$ cat src/rtl/cp0_int_sched_if.sv
// Signal bundle between the interrupt scheduler and its surroundings (device bus, hazard unit, CP0).
// master = environment side, slave = scheduler side.
interface cp0_int_sched_if;
   logic [5:0]  hw_irq;
   logic [5:0]  irq_clr;
   logic [5:0]  im;
   logic        ie;
   logic        exl;
   logic        exc_valid;
   logic [4:0]  exc_code;
   logic        eret;
   logic        pipe_stall;
   logic [5:0]  hwint_o;
   logic [4:0]  exc_code_o;
   logic        int_take;
   logic        flush;
   logic        pc_redirect;
   logic [31:0] redirect_pc;
   logic        busy;

   modport master (
      output hw_irq, irq_clr, im, ie, exl, exc_valid, exc_code, eret, pipe_stall,
      input  hwint_o, exc_code_o, int_take, flush, pc_redirect, redirect_pc, busy
   );

   modport slave (
      input  hw_irq, irq_clr, im, ie, exl, exc_valid, exc_code, eret, pipe_stall,
      output hwint_o, exc_code_o, int_take, flush, pc_redirect, redirect_pc, busy
   );
endinterface

$ cat src/rtl/cp0_int_sched.sv
// Interrupt/exception scheduler in front of CP0: pending latch, entry arbitration, flush/redirect sequencing.
// Define CP0_INT_EDGE_EN for edge-triggered interrupt sources (default: level-triggered).
module cp0_int_sched #(
   parameter logic [31:0] HANDLER_ADDR = 32'h0000_4180,
   parameter int unsigned FLUSH_CYCLES = 2
) (
   input logic       clk,
   input logic       reset,
   cp0_int_sched_if.slave bus
);

   typedef enum logic [1:0] {IDLE, FLUSH, REDIRECT, SERVICE} state_t;

   localparam logic [3:0] CNT_LOAD = 4'(FLUSH_CYCLES - 1);

   state_t     state, state_nxt;
   logic [3:0] cnt, cnt_nxt;
   logic [5:0] pend;
   logic       take_exc, take_irq;
   logic       int_take_r;
   logic [4:0] exc_code_r;

`ifdef CP0_INT_EDGE_EN
   logic [5:0] hw_irq_p0;

   // Rising edge sets, device ack clears; a coincident set wins over the clear.
   always_ff @(posedge clk or posedge reset) begin
      if (reset) begin
         hw_irq_p0 <= '0;
         pend      <= '0;
      end else begin
         hw_irq_p0 <= bus.hw_irq;
         pend      <= (pend & ~bus.irq_clr) | (bus.hw_irq & ~hw_irq_p0);
      end
   end
`else
   logic unused_irq_clr;
   assign unused_irq_clr = ^bus.irq_clr;

   always_ff @(posedge clk or posedge reset) begin
      if (reset) pend <= '0;
      else       pend <= bus.hw_irq;
   end
`endif

   // State register plus the registered entry outputs
   always_ff @(posedge clk or posedge reset) begin
      if (reset) begin
         state      <= IDLE;
         cnt        <= '0;
         int_take_r <= 1'b0;
         exc_code_r <= '0;
      end else begin
         state      <= state_nxt;
         cnt        <= cnt_nxt;
         int_take_r <= take_exc | take_irq;
         if (take_exc)      exc_code_r <= bus.exc_code;
         else if (take_irq) exc_code_r <= 5'd0;
      end
   end

   // Next-state: entry arbitration only happens in IDLE; exceptions beat interrupts
   always_comb begin
      state_nxt = state;
      cnt_nxt   = cnt;
      take_exc  = 1'b0;
      take_irq  = 1'b0;
      case (state)
         IDLE: begin
            take_exc = !bus.pipe_stall && !bus.exl && bus.exc_valid;
            take_irq = !bus.pipe_stall && !bus.exl && !bus.exc_valid && bus.ie && (|(pend & bus.im));
            if (take_exc || take_irq) begin
               state_nxt = FLUSH;
               cnt_nxt   = CNT_LOAD;
            end
         end
         FLUSH: begin
            if (cnt == 4'd0) state_nxt = REDIRECT;
            else             cnt_nxt   = cnt - 4'd1;
         end
         REDIRECT: state_nxt = SERVICE;
         SERVICE: begin
            if (bus.eret) state_nxt = IDLE;
         end
         default: state_nxt = IDLE;
      endcase
   end

   always_comb begin
      bus.flush       = (state == FLUSH) || (state == REDIRECT);
      bus.pc_redirect = (state == REDIRECT);
      bus.busy        = (state != IDLE);
   end

   assign bus.hwint_o     = pend;
   assign bus.exc_code_o  = exc_code_r;
   assign bus.int_take    = int_take_r;
   assign bus.redirect_pc = HANDLER_ADDR;

endmodule

$ cat src/flat_wrapper.sv
// flat-port wrapper written by rule: the top's interface ports become plain ports
module cp0_int_sched_flat 
#(
   parameter logic [31:0] HANDLER_ADDR = 32'h0000_4180,
   parameter int unsigned FLUSH_CYCLES = 2
)
  (clk, reset, bus_hw_irq, bus_irq_clr, bus_im, bus_ie, bus_exl, bus_exc_valid, bus_exc_code, bus_eret, bus_pipe_stall, bus_hwint_o, bus_exc_code_o, bus_int_take, bus_flush, bus_pc_redirect, bus_redirect_pc, bus_busy);
  cp0_int_sched_if bus_i ();
  input logic clk;
  input logic reset;
  input wire logic [$bits(bus_i.hw_irq)-1:0] bus_hw_irq;
  input wire logic [$bits(bus_i.irq_clr)-1:0] bus_irq_clr;
  input wire logic [$bits(bus_i.im)-1:0] bus_im;
  input wire logic [$bits(bus_i.ie)-1:0] bus_ie;
  input wire logic [$bits(bus_i.exl)-1:0] bus_exl;
  input wire logic [$bits(bus_i.exc_valid)-1:0] bus_exc_valid;
  input wire logic [$bits(bus_i.exc_code)-1:0] bus_exc_code;
  input wire logic [$bits(bus_i.eret)-1:0] bus_eret;
  input wire logic [$bits(bus_i.pipe_stall)-1:0] bus_pipe_stall;
  output wire logic [$bits(bus_i.hwint_o)-1:0] bus_hwint_o;
  output wire logic [$bits(bus_i.exc_code_o)-1:0] bus_exc_code_o;
  output wire logic [$bits(bus_i.int_take)-1:0] bus_int_take;
  output wire logic [$bits(bus_i.flush)-1:0] bus_flush;
  output wire logic [$bits(bus_i.pc_redirect)-1:0] bus_pc_redirect;
  output wire logic [$bits(bus_i.redirect_pc)-1:0] bus_redirect_pc;
  output wire logic [$bits(bus_i.busy)-1:0] bus_busy;
  assign bus_i.hw_irq = bus_hw_irq;
  assign bus_i.irq_clr = bus_irq_clr;
  assign bus_i.im = bus_im;
  assign bus_i.ie = bus_ie;
  assign bus_i.exl = bus_exl;
  assign bus_i.exc_valid = bus_exc_valid;
  assign bus_i.exc_code = bus_exc_code;
  assign bus_i.eret = bus_eret;
  assign bus_i.pipe_stall = bus_pipe_stall;
  assign bus_hwint_o = bus_i.hwint_o;
  assign bus_exc_code_o = bus_i.exc_code_o;
  assign bus_int_take = bus_i.int_take;
  assign bus_flush = bus_i.flush;
  assign bus_pc_redirect = bus_i.pc_redirect;
  assign bus_redirect_pc = bus_i.redirect_pc;
  assign bus_busy = bus_i.busy;
  cp0_int_sched #(.HANDLER_ADDR(HANDLER_ADDR), .FLUSH_CYCLES(FLUSH_CYCLES)) u_core (.clk(clk), .reset(reset), .bus(bus_i));
endmodule
$ cat config.mk
export PLATFORM = sky130hd
export DESIGN_NAME = cp0_int_sched_flat
export DESIGN_NICKNAME = d
export VERILOG_FILES = /design/src/rtl/cp0_int_sched_if.sv /design/src/rtl/cp0_int_sched.sv /design/src/flat_wrapper.sv
export SDC_FILE = /design/constraint.sdc
export NUM_CORES = 1
export LEC_CHECK = 0
export BUFFER_PORTS_ARGS = -buffer_cell sky130_fd_sc_hd__buf_2
export CORE_ASPECT_RATIO = 0.6
export CORE_MARGIN = 2
export CORE_UTILIZATION = 35
export DETAILED_ROUTE_END_ITERATION = 8
export GPL_ROUTABILITY_DRIVEN = 1
export PLACE_DENSITY = 0.83
export SYNTH_ARGS = -nofsm -noshare
export SYNTH_HDL_FRONTEND = slang
export SYNTH_SLANG_ARGS = --single-unit
$ cat constraint.sdc
create_clock -name clk -period 1.55 [get_ports clk]
set_input_delay 0.0775 -clock clk [delete_from_list [all_inputs] [get_ports clk]]
set_output_delay 0.0775 -clock clk [all_outputs]
set_load 0.01 [all_outputs]
==> qor.txt <==
Status = finished clean
Worst Hold Class = in -> reg
# H-tree levels = 1
TritonCTS buffer count = 3
VDD IR max = 718 uV
Final setup viols = 0
Rows = 15
Setup TNS = 0 ns
Layout area overhead = 28.1%
Share of cells above drive strength 1 = 0.368
Largest net degree at the start of global routing = 19
Post-synth ARST share = 1.00
Top post-synthesis cells by area = dfrtp_1, buf_4, ha_1, a22o_1, inv_1
Synth top area share = 0.404
Initial DRT Pass Iterations = 4
Pwr Density = 1570 nW/um^2
Die span in y = 47.7 um
Final period utilization = 0.964
CTS Sinks = 18
DRC errors left = 0
Number of fill cells = 275
Top_reg_cell synth = dfrtp_1
ANT nets after route = 0
Crit Path Category = reg -> reg
ANT cells = 0
Distinct cell type count after synthesis = 28
Clk Latency, worst-skew pair = 0.25 ns
Post-synthesis sequential area ratio = 0.404
Fin util = 0.484
CTS tree = done
Most common cell in the synthesized netlist = buf_4
Hold Vio Cnt, Final = 0
Leak Pwr = 0.000775 uW
GRT overflow = 0
Post-Syn Area = 1110 um^2
First-pass GRT wire length = 3.16 mm
Worst-path clk slew = 0.07 ns
Placeable core area = 2950 um^2
Setup crit start = u_core.bus.hwint_o[0]
Minimum clock period = 1.49 ns
Hold path start = bus_exc_code[2]
Startpoint types = flip-flop
Crit path capture type = flip-flop
CP max FO = 7
Count of pins over their slew limit = 0
EDFF count, synth = 0
F_max = 0.670 GHz
I/O pin count = 77
Port bufs = 38
Clock Root Buffer = clkbuf_8
Gr usage total = 0.117
Post-synth top cells = buf_4, dfrtp_1, inv_1
Syn. warnings = 0
Max-cap violations = 0
Initial antenna violation count = 0
Starting density of the core = 0.378
DR iter-0 viols = 35
Syn Area/Cell = 10.8 um^2
Via count = 809
FF-to-FF Start = u_core.bus.hwint_o[0]
Crit path DAT = 1.63 ns
Die width = 76.8 um
Slew headroom = 0.568
GPL Wtd Cong = 0.874
Dpl hpwl = 1.70 mm
Final Power = 2240 uW
Clock buffer depth = 2
Yosys reg bits = 18
Final wirelength = 2.11 mm
Layout net count = 192
Worst-margin pin slew = 0.648 ns
Syn Inst Count = 103
Via-per-instance ratio = 4.11
Clock skew = 0.00328 ns
Die ar. = 3660 um^2
Critical Path RT = 1.69 ns
Vias in the first global route = 691
Cell taking the most area after synthesis = dfrtp_1
Avg WL per Cell = 10.7 um
==> kinds of logic (layout without fill, tap and decap cells) <==
logic type	Yosys count	after routing	share of synthesized area
buffers and inverters	41	63	0.246
and+or+nand+nor	12	12	0.0708
other	2	32	0.00674
adders and majority gates	6	6	0.0674
muxes	3	3	0.0315
DFF	18	18	0.404
AOI/OAI and AO/OA	21	21	0.173
==> sequential cells by signal, summed over array words and instances, names as in the netlist <==
signal / cells
u_core.bus.hwint_o: 6
u_core.state: 2
u_core.cnt: 4
u_core.bus.exc_code_o: 5
u_core.bus.int_take: 1
==> repair_timing <==
item                                   in CTS  in global routing
pin swaps                                   1                  1
hold buffers                                7                  0
endpoints found under the hold margin      24                  0
cloned                                      0                  0
resized for setup                           2                  6
setup buffers                               0                  0
setup endpoints to repair                   2                  4
==> report_power, final <==
group	internal, uW	switching, uW
sequential	618	99.6
clock	226	154
combinational	577	567
total	1420	820
==> final cells by class <==
class	count	area, um^2	share of cell area
Sequential cell	18	450	0.316
Inverter	9	33.8	0.0237
Multi-Input combinational cell	74	537	0.376
Timing Repair Buffer	50	298	0.209
Tap cell	42	52.6	0.0368
Clock buffer	4	55.1	0.0386
==> layout by cell type, fill, tap and decap left out, types with 2 or more instances in the layout <==
cell            n
mux2i_1         2
conb_1         32
nor2b_1         2
dlygate4sd3_1   7
ha_1            5
inv_1           9
dfrtp_1        18
o21a_1          3
buf_4           5
buf_2          38
a22o_1          6
a22oi_2         2
clkbuf_8        4
nor2_1          2
==> worst max-delay path, stage by stage (launching register included) <==
cell and delay (ns):
dfrtp_1 0.39, a22oi_1 0.28, a31oi_4 0.18, o2111a_1 0.26, a221o_1 0.26
==> through the flow <==
step | cell area, um^2 | worst slack [ns] | std cells | hold WS (ns)
finish | 1430 | 0.0565 | 197 | 0.0426
global route | 1430 | -0.0172 | 197 | 0.0394
CTS | 1400 | 0.000572 | 197 | 0.0412
detailed placement | 1270 | -0.0124 | 186 | 0.187
global placement | 1270 | 0.0396 | 186 | 0.187
floorplan | 1230 | 0.0156 | 133 | 0.0161
==> metal layers <==
layer / vias to the layer above / track usage / share of wire
li1: 390 / - / -
met5: - / 0 / 0
met1: 373 / 0.141 / 0.41
met2: 44 / 0.207 / 0.49
met4: 0 / 0.0218 / 0.0061
met3: 2 / 0.0491 / 0.094
==> path summary, 6_finish.rpt <==
check                                                end  slack [ns]  depth (start not counted)
worst min register to register  u_core.bus.exc_code_o[2]        0.50                          1
max in group asynchronous                u_core.state[0]        0.67                          3
worst max-delay path                       u_core.cnt[2]        0.06                          4
min in group asynchronous          u_core.bus.hwint_o[4]        0.46                          3
worst max register to register             u_core.cnt[2]        0.06                          4
worst min-delay path            u_core.bus.exc_code_o[2]        0.04                          2
Power figures use the tool's default switching activity.
